==> src/rtl/cpu_pkg.sv <==
// Shared CPU datapath definitions: default register-file geometry and
// the register reset-value rule.
package cpu_pkg;

    localparam int DATA_W_DEF = 8;
    localparam int ADDR_W_DEF = 3;

    // Register i resets to i+1; callers truncate to the register width,
    // which supplies the modulo 2**DATA_W wrap.
    function automatic int unsigned rf_rst_val(input int unsigned i);
        return i + 1;
    endfunction

endpackage

==> src/rtl/rf_read_port.sv <==
// One register-file read port: address mux, write bypass, optional output
// register and pending-write (busy) lookup.
module rf_read_port
    import cpu_pkg::*;
#(
    parameter int DATA_W = DATA_W_DEF,
    parameter int ADDR_W = ADDR_W_DEF,
    parameter int REG_RD = 0,
    parameter int BYPASS = 1
) (
    input  logic                                    clk,
    input  logic                                    rst_n,
    input  logic [ADDR_W-1:0]                       raddr,
    input  logic [(1<<ADDR_W)-1:0][DATA_W-1:0]      regs,
    input  logic [(1<<ADDR_W)-1:0]                  busy,
    input  logic                                    wr_en,
    input  logic [ADDR_W-1:0]                       waddr,
    input  logic [DATA_W-1:0]                       wdata,
    input  logic                                    set_en,
    input  logic [ADDR_W-1:0]                       busy_addr,
    output logic [DATA_W-1:0]                       rdata,
    output logic                                    rd_busy
);

    logic              hit;
    logic [DATA_W-1:0] data_d;
    logic              busy_d;
    logic [DATA_W-1:0] rdata_q;
    logic              rd_busy_q;

    // wr_en/set_en arrive already qualified by clr and the zero register.
    assign hit    = (BYPASS != 0) && wr_en && (waddr == raddr);
    assign data_d = hit ? wdata : regs[raddr];
    assign busy_d = hit ? (set_en && (busy_addr == raddr)) : busy[raddr];

    always_ff @(posedge clk or negedge rst_n) begin
        if (!rst_n) begin
            rdata_q   <= '0;
            rd_busy_q <= 1'b0;
        end else begin
            rdata_q   <= data_d;
            rd_busy_q <= busy_d;
        end
    end

    assign rdata   = (REG_RD != 0) ? rdata_q   : data_d;
    assign rd_busy = (REG_RD != 0) ? rd_busy_q : busy_d;

endmodule

==> src/rtl/regfile_mp.sv <==
// Multi-read-port register file with write bypass, optional hardwired zero
// register and a per-register pending-write scoreboard.
module regfile_mp
    import cpu_pkg::*;
#(
    parameter int DATA_W   = DATA_W_DEF,
    parameter int ADDR_W   = ADDR_W_DEF,
    parameter int N_RD     = 2,
    parameter int ZERO_REG = 0,
    parameter int REG_RD   = 0,
    parameter int BYPASS   = 1
) (
    input  logic                     clk,
    input  logic                     rst_n,
    input  logic                     clr,
    input  logic                     we,
    input  logic [ADDR_W-1:0]        waddr,
    input  logic [DATA_W-1:0]        wdata,
    input  logic [N_RD*ADDR_W-1:0]   raddr,
    output logic [N_RD*DATA_W-1:0]   rdata,
    input  logic                     busy_set,
    input  logic [ADDR_W-1:0]        busy_addr,
    output logic [N_RD-1:0]          rd_busy
);

    localparam int DEPTH = 1 << ADDR_W;

    logic [DEPTH-1:0][DATA_W-1:0] regs;
    logic [DEPTH-1:0]             busy;
    logic                         wr_en;
    logic                         set_en;

    // clr outranks both the write and the busy mark; reg 0 may be hardwired.
    assign wr_en  = we && !clr && !((ZERO_REG != 0) && (waddr == '0));
    assign set_en = busy_set && !clr && !((ZERO_REG != 0) && (busy_addr == '0));

    generate
        for (genvar gi = 0; gi < DEPTH; gi++) begin : g_reg
            localparam logic [DATA_W-1:0] RST_VAL =
                ((ZERO_REG != 0) && (gi == 0)) ? '0 : DATA_W'(rf_rst_val(gi));

            logic [DATA_W-1:0] reg_q;
            logic              busy_q;

            always_ff @(posedge clk or negedge rst_n) begin
                if (!rst_n) begin
                    reg_q <= RST_VAL;
                end else if (clr) begin
                    reg_q <= RST_VAL;
                end else if (wr_en && (waddr == ADDR_W'(gi))) begin
                    reg_q <= wdata;
                end
            end

            // A new producer marked in the same cycle as a writeback stays pending.
            always_ff @(posedge clk or negedge rst_n) begin
                if (!rst_n) begin
                    busy_q <= 1'b0;
                end else if (clr) begin
                    busy_q <= 1'b0;
                end else if (set_en && (busy_addr == ADDR_W'(gi))) begin
                    busy_q <= 1'b1;
                end else if (wr_en && (waddr == ADDR_W'(gi))) begin
                    busy_q <= 1'b0;
                end
            end

            assign regs[gi] = reg_q;
            assign busy[gi] = busy_q;
        end

        for (genvar gi = 0; gi < N_RD; gi++) begin : g_rd
            rf_read_port #(
                .DATA_W (DATA_W),
                .ADDR_W (ADDR_W),
                .REG_RD (REG_RD),
                .BYPASS (BYPASS)
            ) u_port (
                .clk       (clk),
                .rst_n     (rst_n),
                .raddr     (raddr[gi*ADDR_W +: ADDR_W]),
                .regs      (regs),
                .busy      (busy),
                .wr_en     (wr_en),
                .waddr     (waddr),
                .wdata     (wdata),
                .set_en    (set_en),
                .busy_addr (busy_addr),
                .rdata     (rdata[gi*DATA_W +: DATA_W]),
                .rd_busy   (rd_busy[gi])
            );
        end
    endgenerate

endmodule

==> config.mk <==
export PLATFORM = sky130hd
export DESIGN_NAME = regfile_mp
export DESIGN_NICKNAME = d
export VERILOG_FILES = /design/src/rtl/cpu_pkg.sv /design/src/rtl/rf_read_port.sv /design/src/rtl/regfile_mp.sv
export SDC_FILE = /design/constraint.sdc
export NUM_CORES = 1
export LEC_CHECK = 0
export BUFFER_PORTS_ARGS = -buffer_cell sky130_fd_sc_hd__buf_2
export CAP_MARGIN = 20
export CORE_UTILIZATION = 65
export CTS_CLUSTER_SIZE = 25
export DETAILED_ROUTE_END_ITERATION = 8
export PLACE_DENSITY = 0.86
export SETUP_SLACK_MARGIN = 0.02
export SYNTH_ARGS = -nofsm -noshare
export SYNTH_HDL_FRONTEND = slang
export SYNTH_SLANG_ARGS = --single-unit
==> constraint.sdc <==
create_clock -name clk -period 4.92 [get_ports clk]
set_input_delay 0.738 -clock clk [delete_from_list [all_inputs] [get_ports clk]]
set_output_delay 0.738 -clock clk [all_outputs]
set_load 0.02 [all_outputs]
==> metrics.cfg, run 1 <==
[outcome]
status=complete, no violations

[setup_path]
cp-startpoint=raddr[0]
r2r_start=g_reg[3].busy_q
worstSetupPathType=input port to output pin
critPathRequiredTime_ns=4.18
arrival_ns=2.68
worst_setup_path_end_kind=output pin
cp_max_fo=20
start_kind=input port

[clock_tree]
root_buffer=clkbuf_8
postCtsSetupBuffers=0
cts_tree=done
clk_pin_slew_ns=0.07
cts-htree-levels=3
insertion_delay_ns=0.36
cts.sinks=72
cts_buffer_depth=2
cts_hold_buf=0
cts_made_buffers=9
cts_resized=0

[floorplanning]
dieArea_sq_mm=0.00786
fp.dieW_um=88.7
die_h_um=88.7
num_rows=31
start_util=0.673
io_pins=43
core_area_sq_mm=0.00725

[finish]
layout.nets=474
final_util=0.720
diodes=0
fin_area_sq_mm=0.00522
syn_to_final_growth_pct=6.87
layout_common_cells=o21ai_0, dfrtp_1, nand3_1, a21oi_1, buf_2
drive_above_1_share=0.256
fill_cells=519
mostFrequentLayoutCell=o21ai_0

[timing]
setup_tns_ns=0
worst_pin_slew_ns=0.967
setup_viol=0
post-route-min-period_ns=3.42
fmax_mhz=293
clock_skew_ns=0
maxSlewViolCount=0
relSlewSlack=0.355
hold_viol=0
period_share=0.695
rsz0062_at_grt=false

[grt]
grt_pass1_wl_um=20400
grt.total_usage=0.363
grt_max_degree=78
antenna_found_initial=0
overflow=0
grt_pass1_vias=3988

[hold_path]
hold_path_class=input port to async pin

[drt]
drtIter0Drc=489
vias=3981
first_pass_iters=5
drcViolationCount=0
ant_nets=0
vias_per_cell=7.20
wl_per_cell_um=23.5
drt_wl_total_um=13000

[power_and_ir_drop]
leakage_uw=0.00231
cellPowerDensity_mw_per_mm2=246
finalPower_uw=1280
vdd_drop_max_mv=0.221

[synthesis]
synth.cell_area_sq_mm=0.00488
synthCells=444
synth_area_leader_cell=dfrtp_1
synth_top_family_by_area=multiplexers
synth_cell_types=31
synth_edf_count=0
synth_area_per_cell_sq_um=11.0
synth-compound-area-share=0.141
synthXorXnorAreaFrac=0.0215
seq_area_frac_synth=0.372
synth_mux_area_frac=0.288
synth_simple_gate_area_frac=0.120
yosysWarnings=0
synthAdderAreaFrac=0
yosys-top-cells-area=dfrtp_1, mux4_1, dfstp_2
ys_async_sr_fraction=1.00
yosysTopAreaCellShare=0.302
synthFlopType=dfrtp_1
ys_seq_elements=72
syn_nets=469

[placement]
dp_hpwl_um=7770
gp_congestion=0.800
placed_cell_area_sq_mm=0.00501
numPortBuffers=42

[job]
maxCapViolCount=0

flip-flops by register name, summed over array words and instances, names as in the netlist:
signal and count:
g.busy_q 8, g.reg_q 64
worst paths after layout:
| path | to | slack, ns | depth (start not counted) |
|---|---|---|---|
| min in group clk | g_reg[0].reg_q[0] | 0.52 | 2 |
| worst min-delay path | g_reg[2].reg_q[7] | 0.20 | 1 |
| max in group asynchronous | g_reg[7].reg_q[3] | 4.08 | 2 |
| worst min register to register | g_reg[0].reg_q[0] | 0.52 | 2 |
| worst max-delay path | rdata[4] | 1.50 | 5 |
| worst max register to register | g_reg[3].busy_q | 4.04 | 3 |
worst max-delay path: stages:
cell     delay, ns
buf_2         0.52
xnor2_1       0.20
nand4_2       0.53
mux2_4        0.51
buf_2         0.16
power breakdown:
part           total [uW]  switching (uW)  internal [uW]
combinational         219             135           83.7
clock                 454             231            223
sequential            610            6.71            603
total                1280             372            910
layer usage:
metal / wire length [um] / GRT usage
met3: 1120 / 0.0662
met2: 6490 / 0.603
met1: 4960 / 0.449
met4: 440 / 0.207
met5: 0 / 0
cell families after synthesis:
family	Yosys count
AO/OA/AOI/OAI	128
XOR/XNOR	12
flip-flops	72
AND/OR/NAND/NOR	103
buffers and inverters	57
multiplexers	72
through the flow:
stage / setup WS [ns] / std cells / hold WS, ns
final: 1.50 / 553 / 0.199
after global routing: 1.46 / 553 / 0.197
after CTS: 1.54 / 552 / 0.517
after detailed placement: 1.55 / 536 / 0.503
after global placement: 1.64 / 536 / 0.495
after floorplan: 2.22 / 444 / 0.442
cells in the mapped netlist (2+ instances only):
library cell,number
clkbuf_1,33
nand3_1,55
o2bb2ai_1,3
a211o_1,9
dfrtp_1,59
mux2i_1,4
mux4_1,36
mux2_4,16
nor2b_1,12
and3_1,9
a21oi_1,51
o21ai_0,63
buf_2,9
buf_6,6
xnor2_1,12
buf_1,7
buf_4,2
nand2b_1,5
dfstp_2,13
mux2_2,16
nand4_2,2
nand2_1,7
nand3b_1,5
o31ai_1,2
nand4_1,2
final cells by class:
class	instances	area, sq um	share of cell area
Multi-Input combinational cell	315	2790	0.535
Sequential cell	72	1820	0.348
Tap cell	99	124	0.0237
Clock buffer	12	165	0.0316
Clock inverter	4	27.5	0.00527
Timing Repair Buffer	51	290	0.0556
Power figures use the tool's default switching activity.
==> run 2, diff against run 1 <==
--- a/config.mk
+++ b/config.mk
@@ -7,10 +7,10 @@
 export LEC_CHECK = 0
 export BUFFER_PORTS_ARGS = -buffer_cell sky130_fd_sc_hd__buf_2
 export CAP_MARGIN = 20
-export CORE_UTILIZATION = 65
+export CORE_UTILIZATION = 55
 export CTS_CLUSTER_SIZE = 25
 export DETAILED_ROUTE_END_ITERATION = 8
-export PLACE_DENSITY = 0.86
+export PLACE_DENSITY = 0.77
 export SETUP_SLACK_MARGIN = 0.02
 export SYNTH_ARGS = -nofsm -noshare
 export SYNTH_HDL_FRONTEND = slang
==> constraint.sdc (replaced) <==
create_clock -name clk -period 2.8 [get_ports clk]
set_input_delay 0.42 -clock clk [delete_from_list [all_inputs] [get_ports clk]]
set_output_delay 0.42 -clock clk [all_outputs]
set_load 0.02 [all_outputs]
==> metrics.cfg, run 2 (synthesis results as in run 1) <==
[outcome]
status=complete, no violations

[finish]
layout.nets=482
drive_above_1_share=0.266
diodes=0
fin_area_sq_mm=0.00537
top_regs=g.reg_q (64), g.busy_q (8)
mostFrequentLayoutCell=o21ai_0
largest_register_ffs=64
layout_common_cells=o21ai_0, dfrtp_1, nand3_1, a21oi_1, buf_2
fill_cells=727
largest-register=g.reg_q
syn_to_final_growth_pct=9.92

[clock_tree]
cts_buffer_depth=2
cts-htree-levels=3
postCtsSetupBuffers=0
root_buffer=clkbuf_8
insertion_delay_ns=0.37
cts_tree=done
cts.sinks=72
clk_pin_slew_ns=0.07
cts_made_buffers=9
cts_hold_buf=0
cts_resized=0

[placement]
placed_cell_area_sq_mm=0.00512
numPortBuffers=42
dp_hpwl_um=8260
gp_congestion=0.807

[timing]
setup_tns_ns=0
hold_ws_ns=0.127
setup_viol=0
rsz0062_at_grt=false
relSlewSlack=0.367
clock_skew_ns=0
worst_pin_slew_ns=0.949
maxSlewViolCount=0
fmax_mhz=411
hold_viol=0
post-route-min-period_ns=2.44
period_share=0.870

[power_and_ir_drop]
combPwrFrac=0.158
leakage_uw=0.00239
pwr-share-seq=0.431
clock_power_share=0.411
internal-power_uw=1830
vdd_drop_max_mv=0.298
cellPowerDensity_mw_per_mm2=464
switching_share=0.264
netSwitchingPower_uw=656

[floorplanning]
core_area_sq_mm=0.00868
start_util=0.563
num_rows=34
io_pins=43
dieArea_sq_mm=0.00926
die_h_um=96.2
fp.dieW_um=96.2

[grt]
grt_max_degree=63
antenna_found_initial=0
overflow=0
grt_pass1_vias=3843
grt.total_usage=0.310
grt_pass1_wl_um=20500

[drt]
ant_nets=0
drcViolationCount=0
vias=3956
wl_per_cell_um=22.8
drtIter0Drc=346
drt_wl_total_um=13000
vias_per_cell=6.94
first_pass_iters=6

[setup_path]
cp_max_fo=20
cpPeakStageDelay_ns=0.59
critPathRequiredTime_ns=2.38
timing.critical_path.mode_cell=buf_2
crit_chain=buf_2 -> buf_12 -> mux4_1 -> mux2_2 -> mux2_4 -> buf_2
arrival_ns=2.02
start_kind=input port
slowest_stage=mux4_1
worst_setup_path_end_kind=output pin
worstSetupPathType=input port to output pin

[job]
maxCapViolCount=0

[hold_path]
hold_path_class=input port to async pin

[run 2: cell types whose count changed in the layout (fill, tap and decap cells not counted)]
cell / change
clkbuf_8: -2
buf_4: +6
clkinv_4: +1
clkinvlp_4: -3
buf_12: +2
bufinv_16: +3
clkbuf_1: +1
[run 2: through the flow]
step,instances,utilization,setup slack [ns],power (uW)
CTS,570,0.619,0.352,2490
floorplan,444,-,0.735,1350
detailed placement,554,0.590,0.358,1480
global placement,554,0.590,0.397,1470
finish,570,0.619,0.364,2490
global route,570,0.619,0.329,2570
[run 2: layout make-up]
| type | instances | area [sq um] | share of cell area |
|---|---|---|---|
| repair buffers | 59 | 375 | 0.0699 |
| flip-flops and latches | 72 | 1820 | 0.339 |
| multi-input cells | 315 | 2790 | 0.521 |
| well taps | 108 | 135 | 0.0252 |
| clock buffers | 11 | 141 | 0.0263 |
| clock inverters | 5 | 104 | 0.0193 |
[run 2: critical path, delay by kind of cell]
kind,cells,cell delay (ns)
buffers and inverters,3,0.44
muxes,3,1.14
[run 2: worst paths after layout]
check | from | endpoint | slack, ns | cells past startpoint
max in group asynchronous | rst_n | g_reg[4].reg_q[0] | 1.93 | 2
worst max-delay path | raddr[3] | rdata[9] | 0.36 | 6
worst max register to register | g_reg[0].reg_q[0] | g_reg[0].reg_q[0] | 1.94 | 2
worst min register to register | g_reg[3].reg_q[2] | g_reg[3].reg_q[2] | 0.52 | 2
worst min-delay path | rst_n | g_reg[3].reg_q[4] | 0.13 | 1
min in group clk | busy_addr[1] | g_reg[4].busy_q | 0.35 | 2
[run 2: power by group through the flow]
stage | Clock (uW) | Sequential, uW | Combinational (uW)
after global routing | 1080 | 1070 | 420
after CTS | 1030 | 1070 | 391
after global placement | 0 | 1090 | 380
after detailed placement | 0 | 1090 | 390
final | 1020 | 1070 | 393
after floorplan | 0 | 1090 | 268
[run 2: per-layer routing]
metal  vias up  global-route usage  wire length, um
met3        27              0.0648             1190
met1      1999               0.410             5140
met2       213               0.496             6340
met5         -                   0                0
met4         0               0.132              316
li1       1717                   -                -
==> run 3, diff against run 2 <==
--- a/config.mk
+++ b/config.mk
@@ -7,11 +7,12 @@
 export LEC_CHECK = 0
 export BUFFER_PORTS_ARGS = -buffer_cell sky130_fd_sc_hd__buf_2
 export CAP_MARGIN = 20
+export CORE_MARGIN = 5
 export CORE_UTILIZATION = 55
 export CTS_CLUSTER_SIZE = 25
 export DETAILED_ROUTE_END_ITERATION = 8
 export PLACE_DENSITY = 0.77
-export SETUP_SLACK_MARGIN = 0.02
+export RECOVER_POWER = 25
 export SYNTH_ARGS = -nofsm -noshare
 export SYNTH_HDL_FRONTEND = slang
 export SYNTH_SLANG_ARGS = --single-unit
==> metrics.cfg, run 3 (synthesis results as in run 1) <==
[outcome]
status=complete, but fails checks
violations=max-capacitance violations, max-slew violations

[setup_path]
critPathRequiredTime_ns=2.38
worst_setup_path_end_kind=output pin
cp_max_fo=20
arrival_ns=2.03
r2r_start=g_reg[7].busy_q
worstSetupPathType=input port to output pin
reg2regPathDepth=3
r2r_setup_slack_ns=1.95
cp-startpoint=raddr[0]
rr_endpoint=g_reg[7].busy_q
endpoint=rdata[4]
start_kind=input port

[finish]
final_cell_count_no_fill=568
layout.nets=480
fill_cells=705
layout_common_cells=o21ai_0, dfrtp_1, nand3_1, a21oi_1, buf_2
largest_register_ffs=64
syn_to_final_growth_pct=9.27
multi_input_area_sq_mm=0.00279
final_util=0.615
mostFrequentLayoutCell=o21ai_0
ff_latch_area_sq_mm=0.00182
top_regs=g.reg_q (64), g.busy_q (8)
drive_above_1_share=0.263
diodes=0
largest-register=g.reg_q

[power_and_ir_drop]
cellPowerDensity_mw_per_mm2=453
finalPower_uw=2420
leakage_uw=0.00236
vdd_drop_max_mv=0.247

[clock_tree]
cts_resized=0
cts_tree=done
insertion_delay_ns=0.36
postCtsSetupBuffers=0
cts.sinks=72
cts_made_buffers=9
clk_pin_slew_ns=0.09
root_buffer=clkbuf_8
cts_buffer_depth=2
cts-htree-levels=3
cts_hold_buf=0

[placement]
gp_congestion=0.817
numPortBuffers=42
place_inst=552
dp_hpwl_um=8360

[timing]
relSlewSlack=-0.0282
setup_tns_ns=0
clock_skew_ns=0
hold_viol=0
maxSlewViolCount=27
post-route-min-period_ns=2.45
rsz0062_at_grt=false
period_share=0.874
setup_viol=0
fmax_mhz=409
worst_pin_slew_ns=1.54

[job]
maxCapViolCount=1

[floorplanning]
num_rows=34
io_pins=43
dieArea_sq_mm=0.0109
fp.dieW_um=104
die_h_um=104
start_util=0.563
core_area_sq_mm=0.00868

[grt]
antenna_found_initial=0
overflow=0
grt_pass1_wl_um=21600
grt_pass1_vias=3971
grt_max_degree=55
grt.total_usage=0.248

[drt]
drtIter0Drc=326
drcViolationCount=0
ant_nets=0
vias=3908
drt_wl_total_um=13300
wl_per_cell_um=23.4
first_pass_iters=5
vias_per_cell=6.88

[hold_path]
hold_path_class=input port to flop

[run 3: layer usage]
layer  part of all wire  global-route usage
met5                  0                   0
met4              0.017              0.0999
met3               0.10              0.0466
met2               0.49               0.392
met1               0.39               0.338
[run 3: report_power, final]
part / switching (uW) / internal [uW] / total [uW]
combinational: 238 / 154 / 392
clock: 427 / 529 / 956
sequential: 12.2 / 1060 / 1070
[run 3: worst min path at each step]
stage,from,end,depth (start not counted)
finish,busy_addr[1],g_reg[4].busy_q,2
global route,busy_addr[0],g_reg[4].busy_q,2
CTS,rst_n,g_reg[0].reg_q[3],1
detailed placement,rst_n,g_reg[0].reg_q[3],1
global placement,rst_n,g_reg[1].reg_q[3],1
floorplan,rst_n,g_reg[0].busy_q,0
[run 3: through the flow]
stage | instance area (sq um) | setup slack, ns | hold WS [ns]
floorplan | 4880 | 0.735 | 0.124
global placement | 5110 | 0.404 | 0.464
detailed placement | 5110 | 0.359 | 0.476
CTS | 5340 | 0.359 | 0.0948
global route | 5340 | 0.341 | 0.384
finish | 5340 | 0.354 | 0.363
[run 3: final cells by class]
type / count / share of cell area
Clock buffer: 10 / 0.0258
Clock inverter: 6 / 0.0174
Multi-Input combinational cell: 315 / 0.524
Sequential cell: 72 / 0.341
Tap cell: 108 / 0.0253
Timing Repair Buffer: 57 / 0.0673
[run 3: worst max-delay path, stage by stage]
cell and delay (ns):
buf_2 0.10, buf_12 0.19, mux4_1 0.59, mux2_2 0.29
mux2_4 0.26, buf_2 0.16
